## src/rtl/lsu_mem_pkg.sv

```systemverilog
// Shared types and defaults for the LSU memory multiplexer.
// The port-index and request types here describe the default configuration.
package lsu_mem_pkg;

  localparam int unsigned LsuNumPorts = 16;
  localparam int unsigned LsuAddrW    = 32;
  localparam int unsigned LsuDataW    = 32;
  localparam int unsigned LsuMaxOutst = 4;

  // Index width for n lanes; a single lane still needs one bit to carry an index.
  function automatic int unsigned idx_w(int unsigned n);
    return (n > 1) ? $clog2(n) : 1;
  endfunction

  typedef logic [$clog2(LsuNumPorts)-1:0] port_idx_t;

  typedef struct packed {
    logic                we;
    logic [LsuAddrW-1:0] addr;
    logic [LsuDataW-1:0] wdata;
  } mem_req_t;

  typedef enum logic {OutEmpty, OutFull} out_state_e;

endpackage

```

## src/rtl/lsu_route_fifo.sv

```systemverilog
// Lane-index FIFO that remembers which lane owns each outstanding read.
// Push and pop in the same cycle are legal at any occupancy, including full.
module lsu_route_fifo #(
  parameter int unsigned DEPTH = 4,
  parameter int unsigned WIDTH = 4
) (
  input  logic             clk,
  input  logic             reset,
  input  logic             push,
  input  logic [WIDTH-1:0] push_data,
  input  logic             pop,
  output logic [WIDTH-1:0] head,
  output logic             full,
  output logic             empty
);

  localparam int unsigned PtrW = $clog2(DEPTH);

  logic [WIDTH-1:0] mem_q [DEPTH];
  logic [PtrW-1:0]  wr_ptr_q, rd_ptr_q;
  logic [PtrW:0]    count_q;
  logic             do_push, do_pop;

  assign full    = (count_q == (PtrW+1)'(DEPTH));
  assign empty   = (count_q == '0);
  assign head    = mem_q[rd_ptr_q];
  assign do_pop  = pop && !empty;
  assign do_push = push && (!full || do_pop);

  always_ff @(posedge clk) begin
    if (do_push) mem_q[wr_ptr_q] <= push_data;
  end

  always_ff @(posedge clk or posedge reset) begin
    if (reset) begin
      wr_ptr_q <= '0;
      rd_ptr_q <= '0;
      count_q  <= '0;
    end else begin
      if (do_push) wr_ptr_q <= wr_ptr_q + 1'b1;
      if (do_pop)  rd_ptr_q <= rd_ptr_q + 1'b1;
      if (do_push && !do_pop)      count_q <= count_q + 1'b1;
      else if (do_pop && !do_push) count_q <= count_q - 1'b1;
    end
  end

endmodule

```

## src/rtl/lsu_mem_mux.sv

```systemverilog
// Round-robin multiplexer of NUM_PORTS load/store lanes onto one memory port with
// in-order read routing. Define LSU_MEM_MUX_STATS_EN to add the stall_cnt_o counter.
module lsu_mem_mux
  import lsu_mem_pkg::*;
#(
  parameter int unsigned NUM_PORTS = LsuNumPorts,
  parameter int unsigned ADDR_W    = LsuAddrW,
  parameter int unsigned DATA_W    = LsuDataW,
  parameter int unsigned MAX_OUTST = LsuMaxOutst
) (
  input  logic                        clk,
  input  logic                        reset,
  input  logic [NUM_PORTS-1:0]        req_valid_i,
  output logic [NUM_PORTS-1:0]        req_ready_o,
  input  logic [NUM_PORTS-1:0]        req_we_i,
  input  logic [NUM_PORTS*ADDR_W-1:0] req_addr_i,
  input  logic [NUM_PORTS*DATA_W-1:0] req_wdata_i,
  output logic                        mem_req_valid_o,
  input  logic                        mem_req_ready_i,
  output logic                        mem_req_we_o,
  output logic [ADDR_W-1:0]           mem_req_addr_o,
  output logic [DATA_W-1:0]           mem_req_wdata_o,
  input  logic                        mem_rsp_valid_i,
  input  logic [DATA_W-1:0]           mem_rsp_data_i,
  output logic [NUM_PORTS-1:0]        rsp_valid_o,
  output logic [DATA_W-1:0]           rsp_data_o,
`ifdef LSU_MEM_MUX_STATS_EN
  output logic [31:0]                 stall_cnt_o,
`endif
  output logic                        err_o
);

  localparam int unsigned IdxW = idx_w(NUM_PORTS);

  typedef struct packed {
    logic              we;
    logic [ADDR_W-1:0] addr;
    logic [DATA_W-1:0] wdata;
  } req_t;

  out_state_e           state_q;
  req_t                 out_q, sel_req;
  logic [IdxW-1:0]      last_q, grant, cand, fifo_head;
  logic                 grant_vld, out_full, can_accept, read_blocked, accept;
  logic                 fifo_full, fifo_empty, fifo_push, fifo_pop;
  logic [NUM_PORTS-1:0] rsp_valid_q;
  logic [DATA_W-1:0]    rsp_data_q;
  logic                 err_q;

  // Lowest-index valid lane above the last granted one, wrapping around.
  always_comb begin
    grant     = last_q;
    grant_vld = 1'b0;
    cand      = last_q;
    for (int i = 1; i <= NUM_PORTS; i++) begin
      cand = IdxW'((32'(last_q) + i) % NUM_PORTS);
      if (!grant_vld && req_valid_i[cand]) begin
        grant     = cand;
        grant_vld = 1'b1;
      end
    end
  end

  always_comb begin
    sel_req = '0;
    for (int k = 0; k < NUM_PORTS; k++) begin
      if (grant == IdxW'(k)) begin
        sel_req.we    = req_we_i[k];
        sel_req.addr  = req_addr_i[k*ADDR_W +: ADDR_W];
        sel_req.wdata = req_wdata_i[k*DATA_W +: DATA_W];
      end
    end
  end

  assign out_full     = (state_q == OutFull);
  assign can_accept   = !out_full || mem_req_ready_i;
  assign read_blocked = !sel_req.we && fifo_full;
  assign accept       = grant_vld && can_accept && !read_blocked && !reset;
  assign req_ready_o  = accept ? (NUM_PORTS'(1) << grant) : '0;

  assign fifo_push = accept && !sel_req.we;
  assign fifo_pop  = mem_rsp_valid_i && !fifo_empty;

  lsu_route_fifo #(
    .DEPTH(MAX_OUTST),
    .WIDTH(IdxW)
  ) u_route_fifo (
    .clk      (clk),
    .reset    (reset),
    .push     (fifo_push),
    .push_data(grant),
    .pop      (fifo_pop),
    .head     (fifo_head),
    .full     (fifo_full),
    .empty    (fifo_empty)
  );

  always_ff @(posedge clk or posedge reset) begin
    if (reset) begin
      state_q     <= OutEmpty;
      out_q       <= '0;
      last_q      <= IdxW'(NUM_PORTS - 1);
      rsp_valid_q <= '0;
      rsp_data_q  <= '0;
      err_q       <= 1'b0;
    end else begin
      if (accept) begin
        state_q <= OutFull;
        out_q   <= sel_req;
      end else if (out_full && mem_req_ready_i) begin
        state_q <= OutEmpty;
      end
      // A blocked read still passes priority on so other lanes are not starved.
      if (grant_vld && (accept || read_blocked)) last_q <= grant;
      rsp_valid_q <= fifo_pop ? (NUM_PORTS'(1) << fifo_head) : '0;
      if (fifo_pop) rsp_data_q <= mem_rsp_data_i;
      if (mem_rsp_valid_i && fifo_empty) err_q <= 1'b1;
    end
  end

`ifdef LSU_MEM_MUX_STATS_EN
  logic [31:0] stall_cnt_q;

  always_ff @(posedge clk or posedge reset) begin
    if (reset) begin
      stall_cnt_q <= '0;
    end else if (out_full && !mem_req_ready_i) begin
      stall_cnt_q <= stall_cnt_q + 32'd1;
    end
  end

  assign stall_cnt_o = stall_cnt_q;
`endif

  assign mem_req_valid_o = out_full;
  assign mem_req_we_o    = out_q.we;
  assign mem_req_addr_o  = out_q.addr;
  assign mem_req_wdata_o = out_q.wdata;
  assign rsp_valid_o     = rsp_valid_q;
  assign rsp_data_o      = rsp_data_q;
  assign err_o           = err_q;

endmodule

```

## config.mk

```make
export PLATFORM = sky130hd
export DESIGN_NAME = lsu_mem_mux
export DESIGN_NICKNAME = d
export VERILOG_FILES = /design/src/rtl/lsu_mem_pkg.sv /design/src/rtl/lsu_route_fifo.sv /design/src/rtl/lsu_mem_mux.sv
export SDC_FILE = /design/constraint.sdc
export NUM_CORES = 1
export LEC_CHECK = 0
export ABC_AREA = 1
export CORE_AREA = 2 2 474 476
export DETAILED_ROUTE_END_ITERATION = 10
export DIE_AREA = 0 0 476 478
export GPL_TIMING_DRIVEN = 0
export PLACE_DENSITY = 0.3
export SETUP_SLACK_MARGIN = 0.2
export SYNTH_ARGS = -nofsm -noshare
export SYNTH_HDL_FRONTEND = slang
export SYNTH_HIERARCHICAL = 1
export SYNTH_SLANG_ARGS = --single-unit
```

## constraint.sdc

```tcl
create_clock -name clk -period 12.6 [get_ports clk]
set_input_delay 2.52 -clock clk [delete_from_list [all_inputs] [get_ports clk]]
set_output_delay 2.52 -clock clk [all_outputs]
set_load 0.01 [all_outputs]
```

Word-level counts from Yosys, hierarchy flattened

Memory sizes are Yosys's and may differ from the RTL's.
Cells that the tools add are included.

Memories kept: 1
Logic and storage cells: 212
Output and inout port bits: 131
Input port bits: 1092
Memory bits (writable): 16
Flip-flop bits (word level): 126

Order comparisons: 16
Equal/unequal tests: 16
Add/subtract/negate cells: 20
Reduce and logical (&&, ||, !) cells: 58
Shifts and indexed selects: 2
Mux-type cells: 88

Memory list:

| memory             | depth | bits a word | rd ports | clocked after memory_dff | wr ports | RTL line             | text |
|---|---|---|---|---|---|---|---|
| u_route_fifo.mem_q | 4     | 4           | 1        | 0                        | 1        | lsu_route_fifo.sv:19 | `logic [WIDTH-1:0] mem_q [DEPTH];` |

Operators by type and width:

| operator                                                    | count |
|---|---|
| two-way mux 65 bit                                          | 16 |
| less-than comparator 4 x 5 -> 1 bit (second input constant) | 16 |
| binary-select mux 1 bit (select 4 bit)                      | 16 |
| two-way mux 4 bit                                           | 16 |
| two-way mux 1 bit                                           | 36 |
| adder 4 bit (second input constant)                         | 8 |
| == test 4 bit (second input constant)                       | 8 |
| two-way mux 16 bit                                          | 2 |
| left shift 1 x 4 -> 16 bit (first input constant)           | 2 |
| logical AND 1 bit                                           | 28 |
| zero test 1 bit                                             | 23 |
| adder 4 x 3 -> 4 bit (second input constant)                | 4 |
| == test 4 x 3 -> 1 bit (second input constant)              | 4 |
| adder 4 x 1 -> 4 bit (second input constant)                | 2 |
| adder 4 x 2 -> 4 bit (second input constant)                | 2 |
| == test 4 x 2 -> 1 bit (second input constant)              | 2 |
| two-way mux 3 bit                                           | 2 |
| adder 2 x 1 -> 2 bit (second input constant)                | 2 |
| == test 4 x 1 -> 1 bit (second input constant)              | 1 |
| zero test 4 bit                                             | 1 |
| nonzero test 2 bit                                          | 2 |
| adder 3 x 1 -> 3 bit (second input constant)                | 1 |
| == test 3 bit (second input constant)                       | 1 |
| zero test 3 bit                                             | 1 |
| 2 further kinds                                             | 4 |

Depth between registers and ports, before layout

Depth after elaboration: 77
Depth in mapped cells: 54
Mapped depth without buffers: 51

By module

Netlist, hierarchy kept.

Modules (own cells, without submodules):

| module         | sequential area each (um2) | instances | area each (um2) | cells each |
|---|---|---|---|---|
| lsu_mem_mux    | 2982.9                     | 1         | 14545.2         | 2723 |
| lsu_route_fifo | 655.6                      | 1         | 1071.0          | 105 |

Worst setup path after synthesis

No wires, ideal clock.

Kind: input -> output
Start point: input reset
End point: output req_ready_o[15]
Arrival: 6.215 ns
Path slack: 3.865 ns
Stages: 6
Data required time: 10.080 ns
Buffers on the path: 1
Path through: inv_1 > nand2_1 > inv_1 > nand2_4 > buf_4 > nor3_2

Cells in the longest elaborated chain, start to end: 3

RTL lines:

| what                      | RTL line          | text |
|---|---|---|
| from (decl)               | lsu_mem_mux.sv:12 | `input logic reset,` |
| zero test 1 bit (no line) | -                 |  |
| logical AND 1 bit         | lsu_mem_mux.sv:78 | `assign accept = grant_vld && can_accept && !read_blocked && !reset;` |
| two-way mux 16 bit        | lsu_mem_mux.sv:79 | `assign req_ready_o = accept ? (NUM_PORTS'(1) << grant) : '0;` |
| to (decl)                 | lsu_mem_mux.sv:14 | `output logic [NUM_PORTS-1:0] req_ready_o,` |

No other way between the ends.

Final worst setup path

Start point: input req_valid_i[14]
End point: output req_ready_o[11]

Cells in the longest elaborated chain, start to end: 71
Elaborated cells on any way between the ends: 134
Classes of those cells: eq/ne (15); shift (1); mux (81); reduce/logical (37)

RTL lines:

| what                                    | RTL line          | text |
|---|---|---|
| from (decl)                             | lsu_mem_mux.sv:13 | `input logic [NUM_PORTS-1:0] req_valid_i,` |
| binary-select mux 1 bit (select 4 bit)  | lsu_mem_mux.sv:57 | `if (!grant_vld && req_valid_i[cand]) begin` |
| two-way mux 1 bit (not written as such) | lsu_mem_mux.sv:57 |  |
| two-way mux 1 bit                       | lsu_mem_mux.sv:57 |  |
| zero test 1 bit                         | lsu_mem_mux.sv:57 |  |
| logical AND 1 bit                       | lsu_mem_mux.sv:57 |  |
| two-way mux 1 bit                       | lsu_mem_mux.sv:57 |  |
| zero test 1 bit                         | lsu_mem_mux.sv:57 |  |
| logical AND 1 bit                       | lsu_mem_mux.sv:57 |  |
| (+40 left out)                          | -                 |  |
| net grant[0]                            | lsu_mem_mux.sv:43 | `logic [IdxW-1:0] last_q, grant, cand, fifo_head;` |
| zero test 4 bit                         | lsu_mem_mux.sv:67 | `if (grant == IdxW'(k)) begin` |
| two-way mux 65 bit (16 in a row)        | lsu_mem_mux.sv:67 |  |
| zero test 1 bit                         | lsu_mem_mux.sv:77 | `assign read_blocked = !sel_req.we && fifo_full;` |
| logical AND 1 bit                       | lsu_mem_mux.sv:77 |  |
| zero test 1 bit                         | lsu_mem_mux.sv:78 |  |
| logical AND 1 bit (2 in a row)          | lsu_mem_mux.sv:78 |  |
| two-way mux 16 bit (*)                  | lsu_mem_mux.sv:79 |  |

Mark *: on every way through the listed nets, which the timed path passes. The rest lies on a longest branch. The select of a mux whose other input is x is not followed.

==> run metrics <==
dominant cells by area after synthesis=sky130_fd_sc_hd__nand2_1, sky130_fd_sc_hd__dfrtp_1, sky130_fd_sc_hd__nand3_1; crit start category=input pin; deepest clock path buffer count=2; hold-fix buffers at CTS=0; final sum of negative setup slack=0 ns; Mapped Nets=3934; met2 routed WL=117000 um; vias per cell=3.62; total half-perimeter wirelength after legalization and detailed placement=206000 um; worst setup path class=input pin to primary output; Root Buffer=sky130_fd_sc_hd__clkbuf_16; CTS tree=yes; status=completed; slew at the pin with the worst max-slew slack=1.39 ns; number of max-capacitance violations reported=0; Synth-to-Final Area Change=108%; placeable core region=223000 um2; number of clock sinks=142; setup-violating endpoint count in the final report=0; Slew Viols, Final=0; number of instances in the synthesized netlist=2828; multi-input logic area=10400 um2; pin count of the biggest net entering global routing=66; post-synthesis sequential area ratio=0.233; number of global-route vias before repair=26120; Fill cells=26075; final RePlAce weighted congestion=0.924; share of the clock period used by the worst path=0.938; fraction of registers with async set or reset after synthesis=0.887; Inserted Clock Buffers=17; count of flip-flops with a built-in enable after synthesis=16; total vias in the final route=25767; Crit path arrival time=9.30 ns; detailed router's first-iteration violation count=1687; fin nets=5187; Max transition margin=0.0759; number of top-level design ports=1223; number of nets with antenna violations after detailed routing=0; top-count cell post-synth=sky130_fd_sc_hd__nand2_1; fraction of layout cells with a size suffix above 1=0.0530; source-to-sink clock delay at the later pin of the worst-skew pair=0.51 ns; count of input and output buffers=1222; worst-path fanout max=10; Routed WL=232000 um; mean routed wirelength per cell=32.6 um; Worst Clk Skew=0.0297 ns; leading post-synthesis cells by instance count=sky130_fd_sc_hd__nand2_1, sky130_fd_sc_hd__nand3_1, sky130_fd_sc_hd__nor2_1; clock-pin slew on the worst setup and hold paths=0.07 ns; area leader, netlist=sky130_fd_sc_hd__nand2_1; effective utilization at floorplan=0.0700; fraction of synthesized cell area taken by the top area cell type=0.249; Mean Syn Cell Area=5.52 um2; Remaining DRCs=0; final hold violation count=0; Top Layer Used=met5; wire length of the first global-routing pass=287000 um; Post-synth top flop=sky130_fd_sc_hd__dfrtp_1; sort of element at the end of the critical path=primary output; shortest period the worst path allows=11.82 ns; Hold/Removal Path Class=flip-flop to flip-flop; required time worst endpoint=10.08 ns; setup repair after global routing missed its margin=no; longest individual stage delay on the worst path=0.80 ns; wire length the detailed router placed on met1=90800 um; Overflow after GRT=0; number of flip-flops and latches in the synthesized netlist=142; postcts setup bufs=0; Total Routing Usage GR=0.197; sequential cell area=3640 um2; height of the die=478 um; Die W=476 um; die area=228000 um2; number of cell rows=174; CP max stage cell=sky130_fd_sc_hd__nor2_2; detailed-router iteration count before antenna repair=5; Max Fclk=84.6 MHz; wire length on met3=18500 um; combined area of all synthesized cells=15600 um2; number of antenna violations at the first check in global routing=131; count of different cell masters after synthesis=44; yosys warns=6; H-tree levels=4
-- critical path, delay by kind of cell --
family          cells  cell delay, ns
buf+inv             5            1.82
compound gates      1            0.49
simple gates       24            4.41
-- layout make-up --
type | count | share of cell area
antenna | 33 | 0.00254
sequential | 142 | 0.112
clock buffer | 18 | 0.0138
buffer | 175 | 0.0264
inverter | 210 | 0.0244
clock inverter | 14 | 0.00580
multi-input combinational | 2301 | 0.318
tap | 2992 | 0.115
timing repair buffer | 1234 | 0.382
-- layout by cell type, fill, tap and decap left out, types with 10 or more instances in the layout --
cell                              instances
sky130_fd_sc_hd__clkbuf_16               18
sky130_fd_sc_hd__o21ai_1                 46
sky130_fd_sc_hd__nor2_2                  10
sky130_fd_sc_hd__buf_2                   65
sky130_fd_sc_hd__clkbuf_1                71
sky130_fd_sc_hd__or2_2                   18
sky130_fd_sc_hd__inv_2                   10
sky130_fd_sc_hd__nand2_1               1036
sky130_fd_sc_hd__inv_1                  197
sky130_fd_sc_hd__clkdlybuf4s50_1       1222
sky130_fd_sc_hd__dfrtp_1                122
sky130_fd_sc_hd__nand4_1                146
sky130_fd_sc_hd__ha_1                    13
sky130_fd_sc_hd__buf_4                   15
sky130_fd_sc_hd__buf_6                   12
sky130_fd_sc_hd__edfxtp_1                16
sky130_fd_sc_hd__nand2_2                 13
sky130_fd_sc_hd__nor2_1                 316
sky130_fd_sc_hd__a21oi_1                 87
sky130_fd_sc_hd__o21ai_0                 89
sky130_fd_sc_hd__nand3_1                486
sky130_fd_sc_hd__diode_2                 33
-- metal layers --
| layer | track usage | vias up |
|---|---|---|
| met2 | 0.357 | 1271 |
| met1 | 0.227 | 12413 |
| met4 | 0.0398 | 78 |
| met5 | 0 | - |
| li1 | - | 11753 |
| met3 | 0.0549 | 252 |
-- through the flow --
step / hold WS [ns] / utilization / instances / setup slack (ns) / instance area (um2)
final: 0.468 / 0.146 / 7119 / 0.784 / 32600
after global placement: 0.441 / 0.142 / 7042 / -1.40 / 31600
after floorplan: 0.463 / - / 2828 / 3.86 / 15600
after CTS: 0.462 / 0.145 / 7086 / 0.224 / 32500
after detailed placement: 0.448 / 0.143 / 7054 / -0.296 / 31800
after global routing: 0.502 / 0.146 / 7091 / 0.191 / 32500
-- final timing paths --
kind                       cells after the start                      end  slack, ns            start
setup / recovery                              30          req_ready_o[11]       0.78  req_valid_i[14]
hold / removal                                 1                    err_o       0.47            err_o
setup reg to reg                              40      mem_req_wdata_o[23]       2.62        last_q[1]
hold reg to reg                                1                    err_o       0.47            err_o
max in group asynchronous                      3       mem_req_wdata_o[8]       9.18            reset
min in group asynchronous                      2  u_route_fifo/count_q[1]       2.41            reset
-- registers in the layout (all words and copies together), names as in the netlist --
register	flops
last_q	4
mem_req_we_o	1
u_route_fifo/wr_ptr_q	2
err_o	1
mem_req_valid_o	1
mem_req_wdata_o	32
rsp_data_o	32
u_route_fifo/count_q	3
u_route_fifo/mem_q	16
rsp_valid_o	16
u_route_fifo/rd_ptr_q	2
mem_req_addr_o	32
-- cells by family (layout without fill, tap and decap cells) --
family / after synthesis / after routing / synth area share
AO/OA/AOI/OAI: 230 / 230 / 0.0761
flip-flops: 142 / 142 / 0.233
adder cells (fa/ha/maj): 14 / 14 / 0.0117
AND/OR/NAND/NOR: 2047 / 2047 / 0.568
other: 0 / 33 / 0
XOR/XNOR: 10 / 10 / 0.00609
buffers and inverters: 385 / 1651 / 0.105
-- what timing repair did --
action                     CTS  global route
pin swaps                    0             0
setup endpoints to repair   16            16
gates resized for setup      2             4
hold endpoints to repair     0             0
Power is left out: the tool's default activity adds up to more than one toggle a clock period on the data nets, which glitch-free logic cannot reach.
